==> src/rtl/uart_rx.sv <==
// -----------------------------------------------------------------------------
// uart_rx -- UART receiver, 8N1 / 8N2, LSB first, programmable bit divider.
//
// The serial input is synchronised, and a start bit is accepted on a falling
// edge of the synchronised line. The start bit is confirmed at its midpoint.
// Data and stop bits are then sampled at their midpoints. Each good frame
// updates rx_data and produces a one-cycle rx_valid pulse. A frame with a low
// stop bit, or a frame aborted by the enable, leaves rx_data untouched.
//
// Ports:
//   clk        system clock, all state on the rising edge
//   rst_b      asynchronous reset, active high
//   cfg_div    clock cycles per bit (>= 4), static during a frame
//   cfg_rxen   receiver enable; low forces IDLE at once
//   cfg_nstop  0 = one stop bit, 1 = two stop bits
//   uart_rxd   serial line, idle high
//   rx_valid   one-cycle pulse, rx_data holds a new byte
//   rx_data    last good byte received
// -----------------------------------------------------------------------------
module uart_rx (
  input  logic        clk,
  input  logic        rst_b,
  input  logic [15:0] cfg_div,
  input  logic        cfg_rxen,
  input  logic        cfg_nstop,
  input  logic        uart_rxd,
  output logic        rx_valid,
  output logic [7:0]  rx_data
);

  typedef enum logic [1:0] {
    IDLE  = 2'd0,
    START = 2'd1,
    DATA  = 2'd2,
    STOP  = 2'd3
  } state_t;

  state_t      state;
  state_t      state_nxt;

  // Synchroniser and edge-detect history. All three flops reset to 1 so that
  // reset looks like an idle line, and no edge is seen when reset is released.
  logic        rxd_meta;
  logic        rxd_s;
  logic        rxd_prev;

  logic [15:0] baud_cnt;
  logic [2:0]  bit_idx;
  logic        stop_idx;
  logic [7:0]  shift_reg;

  // Control strobes from the FSM to the datapath.
  logic        cnt_clr;
  logic        bit_idx_clr;
  logic        shift_en;
  logic        stop_clr;
  logic        stop_set;
  logic        deliver;

  logic        start_edge;
  logic        half_tick;
  logic        bit_tick;

  // A start bit is accepted only on a 1->0 transition. This applies after a
  // framing error, after re-enable mid-frame, and after reset.
  assign start_edge = cfg_rxen && rxd_prev && !rxd_s;
  assign half_tick  = (baud_cnt == (cfg_div >> 1));
  assign bit_tick   = (baud_cnt == (cfg_div - 16'd1));

  // ---------------------------------------------------------------------------
  // Input synchroniser
  // ---------------------------------------------------------------------------
  // NOTE: state registers use non-blocking assignments so every flop samples
  // the pre-edge value of its neighbours, which is what makes this a shift chain.
  always_ff @(posedge clk or posedge rst_b) begin
    if (rst_b) begin
      rxd_meta <= 1'b1;
      rxd_s    <= 1'b1;
      rxd_prev <= 1'b1;
    end else begin
      rxd_meta <= uart_rxd;
      rxd_s    <= rxd_meta;
      rxd_prev <= rxd_s;
    end
  end

  // ---------------------------------------------------------------------------
  // FSM state register
  // ---------------------------------------------------------------------------
  always_ff @(posedge clk or posedge rst_b) begin
    if (rst_b) begin
      state <= IDLE;
    end else begin
      state <= state_nxt;
    end
  end

  // ---------------------------------------------------------------------------
  // FSM next state and datapath strobes
  // ---------------------------------------------------------------------------
  // NOTE: every signal driven here gets a default first, so no path leaves
  // one unassigned and no latch is inferred.
  always_comb begin
    state_nxt   = state;
    cnt_clr     = 1'b0;
    bit_idx_clr = 1'b0;
    shift_en    = 1'b0;
    stop_clr    = 1'b0;
    stop_set    = 1'b0;
    deliver     = 1'b0;

    case (state)
      IDLE: begin
        cnt_clr = 1'b1;
        if (start_edge) begin
          state_nxt = START;
        end
      end

      START: begin
        if (half_tick) begin
          cnt_clr = 1'b1;
          if (rxd_s) begin
            // The line went high again before mid start bit, so this was a glitch.
            state_nxt = IDLE;
          end else begin
            bit_idx_clr = 1'b1;
            state_nxt   = DATA;
          end
        end
      end

      DATA: begin
        if (bit_tick) begin
          cnt_clr  = 1'b1;
          shift_en = 1'b1;
          if (bit_idx == 3'd7) begin
            stop_clr  = 1'b1;
            state_nxt = STOP;
          end
        end
      end

      STOP: begin
        if (bit_tick) begin
          cnt_clr = 1'b1;
          if (!rxd_s) begin
            // Framing error: the byte is dropped silently.
            state_nxt = IDLE;
          end else if (!cfg_nstop || stop_idx) begin
            // Return at mid stop bit, so a following start edge is not missed.
            deliver   = 1'b1;
            state_nxt = IDLE;
          end else begin
            stop_set = 1'b1;
          end
        end
      end

      default: begin
        state_nxt = IDLE;
      end
    endcase

    // The disable overrides everything, and it abandons any frame in progress.
    if (!cfg_rxen) begin
      state_nxt   = IDLE;
      cnt_clr     = 1'b1;
      bit_idx_clr = 1'b0;
      shift_en    = 1'b0;
      stop_clr    = 1'b0;
      stop_set    = 1'b0;
      deliver     = 1'b0;
    end
  end

  // ---------------------------------------------------------------------------
  // Counters and shift register
  // ---------------------------------------------------------------------------
  always_ff @(posedge clk or posedge rst_b) begin
    if (rst_b) begin
      baud_cnt  <= 16'd0;
      bit_idx   <= 3'd0;
      stop_idx  <= 1'b0;
      shift_reg <= 8'h00;
    end else begin
      if (cnt_clr) begin
        baud_cnt <= 16'd0;
      end else begin
        baud_cnt <= baud_cnt + 16'd1;
      end

      if (bit_idx_clr) begin
        bit_idx <= 3'd0;
      end else if (shift_en) begin
        bit_idx <= bit_idx + 3'd1;
      end

      if (shift_en) begin
        shift_reg[bit_idx] <= rxd_s;
      end

      if (stop_clr) begin
        stop_idx <= 1'b0;
      end else if (stop_set) begin
        stop_idx <= 1'b1;
      end
    end
  end

  // ---------------------------------------------------------------------------
  // Output register: rx_data changes only together with an rx_valid pulse.
  // ---------------------------------------------------------------------------
  always_ff @(posedge clk or posedge rst_b) begin
    if (rst_b) begin
      rx_valid <= 1'b0;
      rx_data  <= 8'h00;
    end else begin
      rx_valid <= deliver;
      if (deliver) begin
        rx_data <= shift_reg;
      end
    end
  end

endmodule

==> config.mk <==
export PLATFORM = sky130hd
export DESIGN_NAME = uart_rx
export DESIGN_NICKNAME = d
export VERILOG_FILES = /design/src/rtl/uart_rx.sv
export SDC_FILE = /design/constraint.sdc
export NUM_CORES = 1
export LEC_CHECK = 0
export CAP_MARGIN = 20
export CORE_MARGIN = 4
export CORE_UTILIZATION = 40
export CTS_BUF_LIST = sky130_fd_sc_hd__clkbuf_4 sky130_fd_sc_hd__clkbuf_8
export CTS_CLUSTER_DIAMETER = 30
export CTS_CLUSTER_SIZE = 24
export DETAILED_ROUTE_END_ITERATION = 10
export GPL_ROUTABILITY_DRIVEN = 1
export SLEW_MARGIN = 20
export SYNTH_ARGS = -nofsm -noshare
export SYNTH_HDL_FRONTEND = slang
export SYNTH_SLANG_ARGS = --single-unit
==> constraint.sdc <==
create_clock -name clk -period 3.2 [get_ports clk]
set_input_delay 0.32 -clock clk [delete_from_list [all_inputs] [get_ports clk]]
set_output_delay 0.32 -clock clk [all_outputs]
set_load 0.01 [all_outputs]
==> results of run 1 <==
==> cell type report <==
type	instances	share of cell area, %
clock inverters	2	0.3062
clock buffers	5	2.105
inverters	5	0.5741
flip-flops and latches	42	32.26
well taps	77	2.947
repair buffers	52	14.16
multi-input cells	219	47.65
==> cells in the mapped netlist, types with 7 or more instances <==
| cell type | instances |
|---|---|
| clkbuf_1 | 14 |
| dfrtp_1 | 39 |
| mux2_2 | 14 |
| nand2_1 | 13 |
| nand2b_1 | 7 |
| nand3_1 | 15 |
| nor2_1 | 33 |
| nor3_1 | 7 |
| or3_1 | 7 |
| xnor2_1 | 15 |
| xor2_1 | 31 |
==> critical path, cell delays in order <==
cell	delay, ns
clkdlybuf4s50_1	0.43
or4_4	0.55
or4_4	0.47
nor4_4	0.30
o221ai_2	0.15
nor4_4	0.27
buf_4	0.24
nand4b_1	0.16
mux2_1	0.36
==> metal layers <==
| metal | vias to the layer above | GRT usage, % | wire (um) |
|---|---|---|---|
| li1 | 1083 | - | - |
| met1 | 1022 | 21.72 | 2952 |
| met2 | 26 | 23.09 | 2694 |
| met3 | 4 | 3.422 | 178 |
| met4 | 0 | 3.827 | 40 |
| met5 | - | 0 | 0 |
==> cell families (layout without fill, tap and decap cells) <==
logic type               after synthesis  after routing
buffers and inverters                 23             64
flip-flops                            42             42
adder cells (fa/ha/maj)                4              4
AO/OA/AOI/OAI                         29             29
multiplexers                          19             19
XOR/XNOR                              46             46
AND/OR/NAND/NOR                      121            121
==> through the flow <==
| step | util (%) | area (um2) | total power [mW] |
|---|---|---|---|
| after floorplan | - | 2695 | 0.6099 |
| final | 50.62 | 3269 | 0.9824 |
| after global routing | 50.62 | 3269 | 1.035 |
| after CTS | 50.41 | 3256 | 0.9983 |
| after global placement | 49.19 | 3177 | 0.6752 |
| after detailed placement | 49.19 | 3177 | 0.6755 |
==> power breakdown <==
group	total, mW	switching [mW]	internal [mW]
logic	0.124	0.0629	0.0612
clock network	0.318	0.171	0.146
registers	0.541	0.00536	0.535
total	0.982	0.239	0.743
==> worst min-delay path by stage <==
stage                     cells past startpoint  slack, ns            endpoint               start
final                                         0       0.36     rxd_s$_DFF_PP1_  rxd_meta$_DFF_PP1_
after global routing                          0       0.36     rxd_s$_DFF_PP1_  rxd_meta$_DFF_PP1_
after floorplan                               0       0.32  rxd_meta$_DFF_PP1_            uart_rxd
after detailed placement                      0       0.35     rxd_s$_DFF_PP1_  rxd_meta$_DFF_PP1_
after CTS                                     0       0.36     rxd_s$_DFF_PP1_  rxd_meta$_DFF_PP1_
after global placement                        0       0.35     rxd_s$_DFF_PP1_  rxd_meta$_DFF_PP1_
==> flow_results.org, run 1 <==
** Setup path
- The worst setup path is launched from a primary input.
- R2r endpoint :: shift_reg[4]$_DFFE_PP0P_
- Data required, critical path :: 3.38 ns
- Along the worst path, the maximum fanout reaches 13.
- Origin of the critical flop-to-flop path :: baud_cnt[10]$_DFF_PP0_
- Timing endpoint of the critical path :: shift_reg[4]$_DFFE_PP0P_
- Arrival time of data at the critical path endpoint :: 3.25 ns
- The setup path with the least slack is of type in -> reg.
- Tracing the worst setup path back leads to its startpoint at cfg_div[7].
- In this run the register-to-register setup slack is 0.67 ns.
- The worst register-to-register path has a depth of 8.
- The worst setup path is captured at a flip-flop.

** Drt
- In this run the remaining antenna-violating nets after routing total 0.
- In the routed layout, each cell is associated on average with a via count of 5.311.
- Initial drt markers :: 80
- DRC violations left :: 0
- Wires add up to 5865 um.
- Number of search-and-repair iterations in the first detailed-routing pass :: 5
- Via count of the routed design :: 2135
- In the final routed layout, each cell accounts on average for 14.59 um.

** GRT
- Overall Global Routing Usage :: 15.15%
- Pin count of the biggest net entering global routing :: 43
- Global routing finished with a remaining overflow of 0.
- The number of antenna violations at the first check in global routing was 0.
- Global-route wire length before repair :: 10240 um
- Number of global-route vias before repair :: 2088

** STA
- Setup repair after global routing left no endpoint under its margin.
- Final Worst Setup Slack :: 0.1243 ns
- Max-slew violations :: 0
- Hold slack final :: 0.3579 ns
- Upper clock frequency limit :: 325.1 MHz
- Number of hold violations in the final report :: 0
- Number of setup violations in the final report :: 0
- Final-layout setup total negative slack :: 0 ns
- Maximum clock skew at final layout :: 0.007700 ns
- Final Cycle Share :: 96.11%
- The worst pin sits at a relative slew slack of 57.15%.
- Slew of the pin with the lowest slew margin :: 0.6405 ns
- Minimum clock period after layout :: 3.076 ns

** Yosys
- The portion of synthesized area spent on multiplexers is 7.846%.
- Of all cell types, the one taking the most synthesized area is dfrtp_1.
- In this run the mean area of a mapped cell was 9.490 um2.
- By area, the combinational part of the netlist is dominated by simple AND/OR/NAND/NOR gates.
- Async SR Flop Fraction :: 100.0%
- The top cell type by area accounts for 36.21% of the synthesized area.
- Number of distinct library cells after synthesis :: 46
- Sequential-to-total area share from yosys stat :: 39.14%
- After Yosys synthesis, full adders, half adders and majority gates account for 1.857% of the synthesized area.
- Of the total synthesized cell area, the portion taken by XOR and XNOR cells is 14.95%.
- Number of register bits inferred by synthesis :: 42
- In this run, synthesis inferred 0 flip-flops with an integrated enable.
- The number of nets in the synthesized netlist is 309.
- Post-synthesis instance total :: 284
- Synth warn :: 0
- The most used flip-flop cell after synthesis is dfrtp_1.
- Summing the areas of all compound-gate instances in the mapped netlist gives 7.196% of the synthesized area.
- By area the synthesized netlist is led by dfrtp_1, xor2_1, mux2_2, xnor2_1, nor2_1.
- After Yosys synthesis, and, or, nand and nor cells account for 25.44% of the synthesized area.
- After synthesis the cells add up to 2695 um2.

** CTS
- The clock reaches the later pin of the worst-skew pair after 0.29 ns.
- The H-tree generated during clock tree synthesis spans 2 levels.
- Num CTS Buffers :: 5
- In this run the post-CTS setup repair buffer count came out at 0.
- Clock Sink Count :: 42
- Buffers inserted to repair hold after CTS numbered 0.
- TritonCTS built the clock tree.
- Clock root buffer :: clkbuf_8
- Post-CTS clock slew at the launch and capture registers of the worst setup and hold paths :: 0.08 ns
- CTS Buffer Depth :: 2
- The number of gates resized after CTS was 0.

** Power
- Worst VDD drop :: 174.0 uV
- Power spread over the standard cell area amounts to 300.5 nW/um2.
- Summed over all cells, the static leakage comes to 1.412 nW.

** Run
- Max capacitance violation total :: 0

** Finish
- The register with the most flip-flops in the layout has 16 of them.
- Leaving out fill and tap cells, the most frequent cells in the layout are dfrtp_1, nor2_1, xor2_1.
- The number of antenna diodes in the final layout is 0.
- From synthesis to final layout, the design area changed by 21.31%.
- Leaving out fill and tap cells, the most frequent cell in the layout is dfrtp_1.
- Fillers :: 629
- Layout cells sized above 1 :: 17.23%
- # nets final :: 350
- Final Non-Filler Cells :: 402
- The sequential cells in the finished layout cover a total of 1055 um2.
- In the final layout, the multi-input gates occupy 1558 um2.

** Die
- Total die area :: 8115 um2
- Placeable core area :: 6459 um2
- The initialized floorplan defines 29 standard-cell rows.
- DIE HEIGHT :: 90.09 um
- In this run the count of I/O pins placed on the die edge is 30.
- Starting Density :: 41.73%
- X dimension of the die :: 90.09 um

** Status
- Result of the run :: finished, final reports clean

** Placement
- Placed cell count :: 395
- The wire-length estimate of the detail-placed layout is 4555 um.
- Buffers on Ports :: 29
- GP Congestion :: 0.8355
- Prior to clock tree synthesis, the placed netlist has a worst setup slack of -0.2265 ns.

** Hold path
- The tightest min-delay check is of the reg -> reg type.
Power figures use the tool's default switching activity.
==> run 2: changes to the inputs <==
--- a/config.mk
+++ b/config.mk
@@ -13,6 +13,7 @@
 export CTS_CLUSTER_SIZE = 24
 export DETAILED_ROUTE_END_ITERATION = 10
 export GPL_ROUTABILITY_DRIVEN = 1
+export GPL_TIMING_DRIVEN = 0
 export SLEW_MARGIN = 20
 export SYNTH_ARGS = -nofsm -noshare
 export SYNTH_HDL_FRONTEND = slang
==> flow_results.org, run 2 (synthesis gave the netlist of run 1 again) <==
** Drt
- After detailed routing, the average wire length per cell comes to 14.88 um.
- The first routing iteration left 111 violations.
- Top layer reached by signal wires :: met4
- Using the TritonRoute via totals, the vias-per-cell ratio works out to 5.389.
- Met2 routed WL :: 2698 um
- The routed design uses 265 um of met3 wire.
- In this run the remaining antenna-violating nets after routing total 0.
- Routed length on met1 :: 2905 um
- For this run, design rule violations remaining after detail routing come to 0.
- Final wirelength :: 5893 um
- Before antenna repair, the detailed router went through 4 iterations.
- For this block, the via count after detailed routing is 2134.

** GRT
- Global routing used 15.47% of the available tracks across all layers.
- The number of antenna violations at the first check in global routing was 0.
- Global routing finished with a remaining overflow of 0.
- Number of global-route vias before repair :: 2164
- Global-route wire length before repair :: 10410 um
- Entering global routing, the biggest net connects 24 pins.

** CTS
- Clock tree from TritonCTS :: done
- Later-pin clock latency in the skew report :: 0.28 ns
- The tree is rooted in a clkbuf_8.
- Clock Sink Count :: 42
- For this design, the CTS-stage hold fixing added 0 buffers.
- The clock passes through at most 2 buffers.
- Post-CTS clock slew at the launch and capture registers of the worst setup and hold paths :: 0.08 ns
- H-tree depth :: 2
- The number of clock buffers added by TritonCTS is 5.

** Status
- The flow ran to the end, and the final reports show no timing, DRC or antenna violations.

** Power
- In this run the static leakage power is 1.385 nW.
- In this run the power density over the cells is 312.6 nW/um2.
- The completed layout was analyzed and its total power is 1.011 mW.
- Across the VDD grid, the largest voltage drop is 248.3 uV.

** Finish
- After routing the design area is 3234 um2.
- Final Non-Filler Cells :: 396
- Most frequent standard cell in the layout excluding fill and tap cells :: dfrtp_1
- Counting the fill cells in the layout gives 623.
- The register with the most flip-flops in the layout has 16 of them.
- The net count of the finished layout is 343.
- Cells fill 50.08% of the core in the end.
- Top library cells by usage in the layout, fill and taps aside :: dfrtp_1, nor2_1, xor2_1
- From synthesis to final layout, the design area changed by 20.01%.
- N_diodes :: 0
- Layout cells sized above 1 :: 14.42%

** Die
- After floorplanning, the core was divided into 29 placement rows.
- For this configuration, the core starts out at a cell density of 41.73%.
- DIE HEIGHT :: 90.09 um
- Total die area :: 8115 um2
- After floorplanning, the core was sized to cover 6459 um2.
- I/O Pins :: 30
- X dimension of the die :: 90.09 um

** Placement
- DP HPWL :: 4518 um
- Placed cell count :: 387
- Summing all placed instances gives a cell area of 3069 um2.
- The congestion estimate from routability-driven global placement came to 0.8384.
- OpenSTA, run right after detailed placement, puts the worst setup slack at -0.8619 ns.
- Buffers placed on the I/O ports in this run total 25.

** Setup path
- The worst setup path is launched from a primary input.
- Arrival time of data at the critical path endpoint :: 3.24 ns
- The worst setup path is of the in -> reg kind.
- In this run the register-to-register setup slack is 0.56 ns.
- STA puts the critical path data required time at 3.38 ns.
- Crit path capture type :: flip-flop
- The worst register-to-register path has a depth of 8.
- Origin of the critical flop-to-flop path :: baud_cnt[5]$_DFF_PP0_
- Along the worst path, the maximum fanout reaches 10.
- R2r endpoint :: rx_valid$_DFF_PP0_

** STA
- For this run, the top clock speed supported by timing is 326.6 MHz.
- The final number of hold-violating endpoints came to 0.
- For the pin with the worst max-slew slack, the measured transition is 0.5111 ns.
- The final number of max-transition violations came to 0.
- Final Worst Setup Slack :: 0.1379 ns
- For the finished layout, the period the worst path requires is 3.062 ns.
- The clock arrives with 0.005164 ns of skew.
- Setup violations remaining at the end of the flow were counted as 0.
- Final Cycle Share :: 95.69%
- Hold slack final :: 0.3572 ns
- Final-layout setup total negative slack :: 0 ns
- Remaining max-slew budget at the tightest pin :: 65.77%

** Hold path
- Worst min path class :: in -> async

** Run
- Across the run, the number of max-cap violations was 0.
## run 2: worst max-delay path by stage
stage	startpoint	endpoint	slack [ns]
3_5_place_dp	cfg_div[0]	baud_cnt[13]$_DFF_PP0_	-0.86
6_report	cfg_div[5]	baud_cnt[13]$_DFF_PP0_	0.14
3_3_place_gp	cfg_div[0]	baud_cnt[13]$_DFF_PP0_	-0.84
4_1_cts	cfg_div[0]	rx_valid$_DFF_PP0_	0.003
2_1_floorplan	cfg_div[8]	shift_reg[4]$_DFFE_PP0P_	0.18
5_1_grt	cfg_div[5]	shift_reg[4]$_DFFE_PP0P_	-0.003
## run 2: repair_timing
item,in CTS,in global routing
pin swaps,1,1
endpoints found under the setup margin,39,27
resized for setup,7,5
setup buffers,2,0
endpoints found under the hold margin,0,0
## run 2: report_power, final
part	switching, mW	total, mW	internal, mW
Sequential	0.00354	0.539	0.535
Clock	0.175	0.357	0.183
Combinational	0.0653	0.115	0.0497
Total	0.243	1.01	0.768
## run 2: critical path, stage by stage
cell and delay (ns):
clkdlybuf4s50_1 0.52, or4_1 0.61, or3_1 0.35, nand3_1 0.12, o211ai_1 0.23, nor4_4 0.32, buf_4 0.18, o22a_1 0.29
buf_4 0.23, nor2_1 0.07
## run 2: final cells by class
type	instances	area (um2)	share of cell area [%]
inverters	5	18.77	0.5803
flip-flops and latches	42	1055	32.61
multi-input cells	219	1593	49.25
clock buffers	7	90.09	2.785
well taps	77	96.34	2.979
clock inverters	1	5.005	0.1547
repair buffers	28	300.3	9.284
plain buffers	17	76.32	2.360
## run 2: layer usage
metal  up-vias  global-route usage, %
li1       1068                      -
met1      1031                  22.46
met2        33                  23.77
met3         2                  3.005
met4         0                  3.571
met5         -                      0
